$ cat src/rtl/ascon_ctrl_pkg.sv
// ascon_ctrl_pkg
//   Shared types and constants for the ASCON-128 phase controller.
//   - state_t             : controller FSM states
//   - ROUND_MAX           : number of rounds in the full permutation (12)
//   - INPUT_MODE_*        : state-register input selection
//   - round_idx()         : round-constant index for a p^N permutation
package ascon_ctrl_pkg;

  typedef enum logic [2:0] {
    ST_IDLE     = 3'd0,
    ST_INIT     = 3'd1,
    ST_AD_WAIT  = 3'd2,
    ST_AD_PERM  = 3'd3,
    ST_PT_WAIT  = 3'd4,
    ST_PT_PERM  = 3'd5,
    ST_FIN_PERM = 3'd6,
    ST_TAG      = 3'd7
  } state_t;

  localparam int ROUND_MAX = 12;

  localparam logic INPUT_MODE_LOAD     = 1'b0;
  localparam logic INPUT_MODE_FEEDBACK = 1'b1;

  // A reduced permutation p^N uses the last N round constants of p^12,
  // so the index runs from ROUND_MAX-N up to ROUND_MAX-1.
  function automatic logic [3:0] round_idx(input logic [3:0] n, input logic [3:0] rc);
    return 4'(ROUND_MAX) - n + rc;
  endfunction

endpackage

$ cat src/rtl/cpt_round_param.sv
// cpt_round_param
//   4-bit round counter with programmable length N.
//   Ports:
//     clock_i  : clock
//     reset_i  : asynchronous active-high reset (rc -> 0)
//     clr_i    : synchronous clear (has priority over en_i)
//     en_i     : advance the counter by one
//     n_i      : permutation length N (2..12)
//     rc_o     : current round count 0..N-1
//     last_o   : rc_o == N-1
module cpt_round_param
  import ascon_ctrl_pkg::*;
(
  input  logic       clock_i,
  input  logic       reset_i,
  input  logic       clr_i,
  input  logic       en_i,
  input  logic [3:0] n_i,
  output logic [3:0] rc_o,
  output logic       last_o
);

  logic [3:0] rc_q;
  logic [3:0] rc_d;

  always_comb begin
    rc_d = rc_q;
    if (clr_i) begin
      rc_d = 4'd0;
    end else if (en_i) begin
      rc_d = rc_q + 4'd1;
    end
  end

  always_ff @(posedge clock_i or posedge reset_i) begin
    if (reset_i) begin
      rc_q <= 4'd0;
    end else begin
      rc_q <= rc_d;
    end
  end

  assign rc_o   = rc_q;
  assign last_o = (rc_q == (n_i - 4'd1));

endmodule

$ cat src/rtl/ascon_phase_ctrl.sv
// ascon_phase_ctrl
//   Control FSM for the full ASCON-128 encryption flow:
//   INIT (p^a) -> AD blocks (p^b each) -> PT blocks (p^b each, last one p^a
//   as finalisation) -> TAG.
//
//   Block handshake: blk_valid_i is a level from the datapath saying a data
//   block is present. In AD_WAIT/PT_WAIT the block is consumed in the same
//   cycle it is valid (blk_ready_o = blk_valid_i) and that cycle is round 0
//   of the following permutation. In every other state blk_valid_i is
//   ignored and blk_ready_o is 0.
//
//   Ports:
//     clock_i, reset_i     : clock, asynchronous active-high reset
//     start_i              : start request (only in IDLE)
//     nb_ad_i, nb_pt_i     : AD / PT block counts, sampled on start
//     blk_valid_i          : data block available
//     blk_ready_o          : data block consumed this cycle
//     round_o              : round-constant index
//     en_reg_state_o       : state register load (every round cycle)
//     input_mode_o         : 0 = load IV||K||N, 1 = feedback
//     xor_data_begin_o     : XOR data block into permutation input
//     xor_key_begin_o      : XOR 0*||K into permutation input
//     xor_key_end_o        : XOR 0*||K into permutation output
//     xor_domain_o         : XOR 1 into LSB of permutation output
//     cipher_valid_o       : ciphertext block valid
//     tag_valid_o, end_o   : tag valid / operation complete
//     busy_o               : FSM not in IDLE
//     dbg_state_o          : current FSM state (observation only)
//
//   ROUNDS_A / ROUNDS_B must lie in 2..12.
module ascon_phase_ctrl
  import ascon_ctrl_pkg::*;
#(
  parameter int ROUNDS_A   = 12,
  parameter int ROUNDS_B   = 6,
  parameter int MAX_BLOCKS = 15,
  localparam int BLK_W     = $clog2(MAX_BLOCKS + 1)
) (
  input  logic             clock_i,
  input  logic             reset_i,
  input  logic             start_i,
  input  logic [BLK_W-1:0] nb_ad_i,
  input  logic [BLK_W-1:0] nb_pt_i,
  input  logic             blk_valid_i,
  output logic             blk_ready_o,
  output logic [3:0]       round_o,
  output logic             en_reg_state_o,
  output logic             input_mode_o,
  output logic             xor_data_begin_o,
  output logic             xor_key_begin_o,
  output logic             xor_key_end_o,
  output logic             xor_domain_o,
  output logic             cipher_valid_o,
  output logic             tag_valid_o,
  output logic             end_o,
  output logic             busy_o,
  output state_t           dbg_state_o
);

  localparam logic [3:0]       N_A     = 4'(ROUNDS_A);
  localparam logic [3:0]       N_B     = 4'(ROUNDS_B);
  localparam logic [BLK_W-1:0] BLK_ONE = BLK_W'(1);

  state_t           state_q, state_d;
  logic [BLK_W-1:0] ad_cnt_q, ad_cnt_d;
  logic [BLK_W-1:0] pt_cnt_q, pt_cnt_d;

  logic       rc_clr;
  logic       rc_en;
  logic [3:0] n_sel;
  logic [3:0] rc;
  logic       rc_last;
  logic [3:0] rnd;

  // Length of the permutation the current state belongs to. The last PT
  // block's handshake already starts the finalisation p^a.
  assign n_sel = ((state_q == ST_INIT) || (state_q == ST_FIN_PERM) ||
                  ((state_q == ST_PT_WAIT) && (pt_cnt_q == BLK_ONE))) ? N_A : N_B;

  assign rnd = round_idx(n_sel, rc);

  cpt_round_param u_cpt_round (
    .clock_i (clock_i),
    .reset_i (reset_i),
    .clr_i   (rc_clr),
    .en_i    (rc_en),
    .n_i     (n_sel),
    .rc_o    (rc),
    .last_o  (rc_last)
  );

  always_comb begin
    state_d          = state_q;
    ad_cnt_d         = ad_cnt_q;
    pt_cnt_d         = pt_cnt_q;
    rc_clr           = 1'b0;
    rc_en            = 1'b0;
    blk_ready_o      = 1'b0;
    round_o          = 4'd0;
    en_reg_state_o   = 1'b0;
    input_mode_o     = INPUT_MODE_LOAD;
    xor_data_begin_o = 1'b0;
    xor_key_begin_o  = 1'b0;
    xor_key_end_o    = 1'b0;
    xor_domain_o     = 1'b0;
    cipher_valid_o   = 1'b0;
    tag_valid_o      = 1'b0;
    end_o            = 1'b0;

    unique case (state_q)
      ST_IDLE: begin
        rc_clr = 1'b1;
        if (start_i) begin
          ad_cnt_d = nb_ad_i;
          // A zero PT count still needs one (empty, padded) block.
          pt_cnt_d = (nb_pt_i == '0) ? BLK_ONE : nb_pt_i;
          state_d  = ST_INIT;
        end
      end

      ST_INIT: begin
        en_reg_state_o = 1'b1;
        round_o        = rnd;
        input_mode_o   = (rc == 4'd0) ? INPUT_MODE_LOAD : INPUT_MODE_FEEDBACK;
        rc_en          = 1'b1;
        if (rc_last) begin
          rc_clr        = 1'b1;
          xor_key_end_o = 1'b1;
          // Without AD the domain separator goes in right after init.
          xor_domain_o  = (ad_cnt_q == '0);
          state_d       = (ad_cnt_q != '0) ? ST_AD_WAIT : ST_PT_WAIT;
        end
      end

      ST_AD_WAIT: begin
        round_o     = rnd;
        blk_ready_o = blk_valid_i;
        if (blk_valid_i) begin
          en_reg_state_o   = 1'b1;
          input_mode_o     = INPUT_MODE_FEEDBACK;
          xor_data_begin_o = 1'b1;
          rc_en            = 1'b1;
          state_d          = ST_AD_PERM;
        end
      end

      ST_AD_PERM: begin
        en_reg_state_o = 1'b1;
        round_o        = rnd;
        input_mode_o   = INPUT_MODE_FEEDBACK;
        rc_en          = 1'b1;
        if (rc_last) begin
          rc_clr   = 1'b1;
          ad_cnt_d = ad_cnt_q - BLK_ONE;
          if (ad_cnt_q == BLK_ONE) begin
            xor_domain_o = 1'b1;
            state_d      = ST_PT_WAIT;
          end else begin
            state_d      = ST_AD_WAIT;
          end
        end
      end

      ST_PT_WAIT: begin
        round_o     = rnd;
        blk_ready_o = blk_valid_i;
        if (blk_valid_i) begin
          en_reg_state_o   = 1'b1;
          input_mode_o     = INPUT_MODE_FEEDBACK;
          xor_data_begin_o = 1'b1;
          cipher_valid_o   = 1'b1;
          rc_en            = 1'b1;
          if (pt_cnt_q == BLK_ONE) begin
            xor_key_begin_o = 1'b1;
            state_d         = ST_FIN_PERM;
          end else begin
            state_d         = ST_PT_PERM;
          end
        end
      end

      ST_PT_PERM: begin
        en_reg_state_o = 1'b1;
        round_o        = rnd;
        input_mode_o   = INPUT_MODE_FEEDBACK;
        rc_en          = 1'b1;
        if (rc_last) begin
          rc_clr   = 1'b1;
          pt_cnt_d = pt_cnt_q - BLK_ONE;
          state_d  = ST_PT_WAIT;
        end
      end

      ST_FIN_PERM: begin
        en_reg_state_o = 1'b1;
        round_o        = rnd;
        input_mode_o   = INPUT_MODE_FEEDBACK;
        rc_en          = 1'b1;
        if (rc_last) begin
          rc_clr        = 1'b1;
          xor_key_end_o = 1'b1;
          state_d       = ST_TAG;
        end
      end

      ST_TAG: begin
        rc_clr      = 1'b1;
        tag_valid_o = 1'b1;
        end_o       = 1'b1;
        state_d     = ST_IDLE;
      end

      default: begin
        state_d = ST_IDLE;
      end
    endcase
  end

  always_ff @(posedge clock_i or posedge reset_i) begin
    if (reset_i) begin
      state_q  <= ST_IDLE;
      ad_cnt_q <= '0;
      pt_cnt_q <= '0;
    end else begin
      state_q  <= state_d;
      ad_cnt_q <= ad_cnt_d;
      pt_cnt_q <= pt_cnt_d;
    end
  end

  assign busy_o      = (state_q != ST_IDLE);
  assign dbg_state_o = state_q;

endmodule
$ cat config.mk
export PLATFORM = sky130hd
export DESIGN_NAME = ascon_phase_ctrl
export DESIGN_NICKNAME = d
export VERILOG_FILES = /design/src/rtl/ascon_ctrl_pkg.sv /design/src/rtl/cpt_round_param.sv /design/src/rtl/ascon_phase_ctrl.sv
export SDC_FILE = /design/constraint.sdc
export NUM_CORES = 1
export LEC_CHECK = 0
export CORE_MARGIN = 2
export CORE_UTILIZATION = 45
export DETAILED_ROUTE_END_ITERATION = 16
export HOLD_SLACK_MARGIN = 0.03
export MAX_ROUTING_LAYER = met4
export PLACE_DENSITY_LB_ADDON = 0.25
export REMOVE_ABC_BUFFERS = 1
export SLEW_MARGIN = 20
export SYNTH_ARGS = -nofsm -noshare
export SYNTH_HDL_FRONTEND = slang
export SYNTH_SLANG_ARGS = --single-unit
$ cat constraint.sdc
create_clock -name clock_i -period 7.1 [get_ports clock_i]
set_input_delay 1.42 -clock clock_i [delete_from_list [all_inputs] [get_ports clock_i]]
set_output_delay 1.42 -clock clock_i [all_outputs]
set_load 0.01 [all_outputs]
==> run_results.csv <==
group,metric,value,unit
setup_path,critPathMaxFanout,26,
clock_network,postCtsHoldBufs,0,
timing,finalWorstSetupSlack,2290,ps
routing,wirelength,3020,um
power_and_ir_drop,max-vdd-ir-drop,438,uV
layout,final_common_cell,"clkdlybuf4s50_1",
timing,rsz0062_at_grt,"false",
timing,hold_viol,0,
clock_network,cts_tree,"done",
routing,route.met3.wl,113,um
global_route,grt_pass1_wl,5210,um
setup_path,cp_slowest_cell,"dfrtp_1",
floorplanning,core_area,2760,um2
placement,port_buffers,29,
timing,post-route-period-util,0.677,
clock_network,clkTransAtPathRegs,90,ps
layout,final_cell_mix,"clkdlybuf4s50_1 (29), nor2_1 (16), nand2_1 (15), dfrtp_1 (15), inv_1 (11)",
timing,min_period,4810,ps
timing,clock_skew,6.96,ps
clock_network,worstSkewPairLatency,270,ps
power_and_ir_drop,power_leakage,0.670,nW
timing,slew_headroom,0.506,
yosys,syn_area_per_cell,7.97,um2
yosys,synth_fa_ha_area_frac,0.0894,
global_route,grt_usage,0.201,
placement,gp_congestion,0.814,
clock_network,cts.htree.levels,1,
setup_path,crit_type,"register to primary output",
global_route,grt_pass1_vias,1165,
power_and_ir_drop,clockPowerShare,0.069,
yosys,ys_ff_latch,15,
hold_path,hold_path_class,"register to register",
routing,routed_via_density,5.60,
setup_path,crit_buf_inv,1,
power_and_ir_drop,switching_share,0.438,
yosys,synth_compound_area_frac,0.206,
floorplanning,die_x,58.1,um
clock_network,post_cts_resized,0,
status,status,"finished clean",
layout,multi_input_area,830,um2
timing,report.final.setup_viol,0,
clock_network,post_cts.repair.setup_buffers,0,
yosys,synth-edff-count,0,
setup_path,path_delay_family,"simple AND/OR/NAND/NOR gates",
layout,fillers,264,
yosys,syn_area,1320,um2
global_route,grt_overflow,0,
floorplanning,dieArea,3370,um2
layout,fin_nets,207,
power_and_ir_drop,p_int,0.385,mW
clock_network,cts-root-buf,"clkbuf_4",
routing,wl_met2,1420,um
setup_path,slowest_delay,830,ps
layout,diodes,0,
global_route,grt_max_degree,27,
timing,maxSlewViolCount,0,
power_and_ir_drop,p_switching,0.301,mW
floorplanning,die_y,58.1,um
job,drv_cap,0,
power_and_ir_drop,powerDensity,427,nW/um2
routing,met1_length,1450,um
routing,drt_first_iter_violations,28,
yosys,synth_top_family_by_area,"simple AND/OR/NAND/NOR gates",
routing,wire_per_inst,13.9,um
setup_path,end_kind,"primary output",
layout,seq_area,375,um2
placement,place_ws,2470,ps
layout,finish.utilization,0.582,
yosys,synth_simple_gate_area_frac,0.265,
floorplanning,start_util,0.477,
timing,max_freq,0.208,GHz
clock_network,cts_buffers,3,
routing,top_layer_used,"met4",
routing,vias,1215,
setup_path,cp-start-kind,"register",
setup_path,cp.arrival,3390,ps
routing,ant_nets,0,
timing,worst_pin_slew,741,ps
setup_path,cp.required,5680,ps
timing,tns,0,ps
yosys,ys.flop_type,"dfrtp_1",
yosys,ys_async_sr_fraction,1.00,
setup_path,worstPathCellList,"nor2_1 > a22oi_1 > nand2_1 > ha_1 > and4bb_2 > mux2i_1 > nor3_1 > clkdlybuf4s50_1",
placement,placed_area,1580,um2
layout,drive_gt1_frac,0.0591,
yosys,synth_cell_types,46,
placement,hpwl,2310,um
floorplanning,num_rows,19,
floorplanning,io-pin-count,30,
power_and_ir_drop,seqPwrFrac,0.284,
routing,firstDrtPassIters,4,
yosys,synth_xor_xnor_area_share,0.0466,
clock_network,cts.sinks,15,
clock_network,cts_buffer_depth,2,
routing,drc_errors,0,
global_route,antenna_found_initial,0,
yosys,ys_warn_count,0,
yosys,synth_cells,165,
layout,final_area,1610,um2
yosys,synthMuxAreaShare,0.0238,
power_and_ir_drop,power.share.combinational,0.646,
layout,area_growth,22.1,%
yosys,ys_seq_area_frac,0.285,
-- metal layers --
metal	vias up	global-route usage
met3	2	0.0223
met4	0	0.0598
met2	31	0.325
met1	562	0.267
met5	-	-
li1	620	-
-- metrics by stage --
stage | hold slack, ps | total power [mW] | instances
floorplan | 487 | 0.467 | 153
global placement | 516 | 0.626 | 213
detailed placement | 518 | 0.638 | 213
CTS | 535 | 0.691 | 217
global route | 568 | 0.751 | 217
finish | 530 | 0.686 | 217
-- worst register-to-register path: stages, from the launching register on --
cell      delay, ps
dfrtp_1         830
nor2_1          140
a22oi_1         250
nand2_1         170
ha_1            400
and4bb_2        310
o21ai_0         140
o21ai_0         110
a221oi_1        460
and2_1          200
-- power groups by stage --
stage | combinational [mW] | sequential [mW] | clock (mW)
final | 0.443 | 0.195 | 0.0477
after global routing | 0.491 | 0.205 | 0.0538
after CTS | 0.448 | 0.194 | 0.0490
after detailed placement | 0.443 | 0.194 | 0
after global placement | 0.432 | 0.194 | 0
after floorplan | 0.287 | 0.179 | 0
-- registers in the layout, summed over array words and instances, names as in the netlist --
signal and flops:
u_cpt_round.rc_o 4, dbg_state_o 3, pt_cnt_q 4, ad_cnt_q 4
-- cells in the mapped netlist (2+ instances only) --
| cell | number | area, um2 |
|---|---|---|
| or3_1 | 4 | 25.0 |
| ha_1 | 7 | 87.6 |
| inv_1 | 11 | 41.3 |
| a22o_1 | 2 | 17.5 |
| nor3_1 | 6 | 30.0 |
| a31oi_1 | 3 | 18.8 |
| nand2b_1 | 4 | 25.0 |
| nand2_1 | 15 | 56.3 |
| buf_4 | 4 | 30.0 |
| o21a_1 | 2 | 15.0 |
| a21boi_0 | 2 | 15.0 |
| o21ai_0 | 10 | 50.1 |
| nand4_1 | 2 | 12.5 |
| and2_1 | 6 | 37.5 |
| o32a_1 | 2 | 20.0 |
| o21ai_1 | 3 | 15.0 |
| o22ai_1 | 2 | 12.5 |
| clkbuf_1 | 3 | 11.3 |
| o31ai_1 | 2 | 15.0 |
| o221a_2 | 2 | 22.5 |
| a21oi_1 | 4 | 20.0 |
| buf_2 | 4 | 20.0 |
| nor2_1 | 16 | 60.1 |
| nand3_1 | 4 | 20.0 |
| xnor2_1 | 6 | 52.6 |
| nor2b_1 | 2 | 12.5 |
| mux2i_1 | 2 | 20.0 |
| and3_1 | 3 | 18.8 |
| dfrtp_1 | 15 | 375 |
-- cell families (layout without fill, tap and decap cells) --
kind of cell | Yosys count | in the layout
compound gates | 39 | 39
xor+xnor | 7 | 7
flops | 15 | 15
fa+ha+maj | 9 | 9
simple gates | 68 | 68
mux | 3 | 3
buf+inv | 24 | 45
-- path summary, 6_finish.rpt --
path / end / cells past startpoint / from / slack, ps
setup / recovery: xor_domain_o / 8 / dbg_state_o[2] / 2290
hold / removal: ad_cnt_q[2] / 1 / ad_cnt_q[2] / 530
setup reg to reg: u_cpt_round.rc_o[0] / 9 / dbg_state_o[2] / 4040
hold reg to reg: ad_cnt_q[2] / 1 / ad_cnt_q[2] / 530
max in group asynchronous: dbg_state_o[2] / 2 / reset_i / 5240
min in group asynchronous: dbg_state_o[0] / 2 / reset_i / 1490
-- final cells by class --
class,instances,share of cell area
multi-input cells,126,0.517
inverters,12,0.0281
well taps,31,0.0242
flip-flops and latches,15,0.234
repair buffers,29,0.181
clock buffers,4,0.0164
No activity file was read; power rests on OpenSTA's default activity.
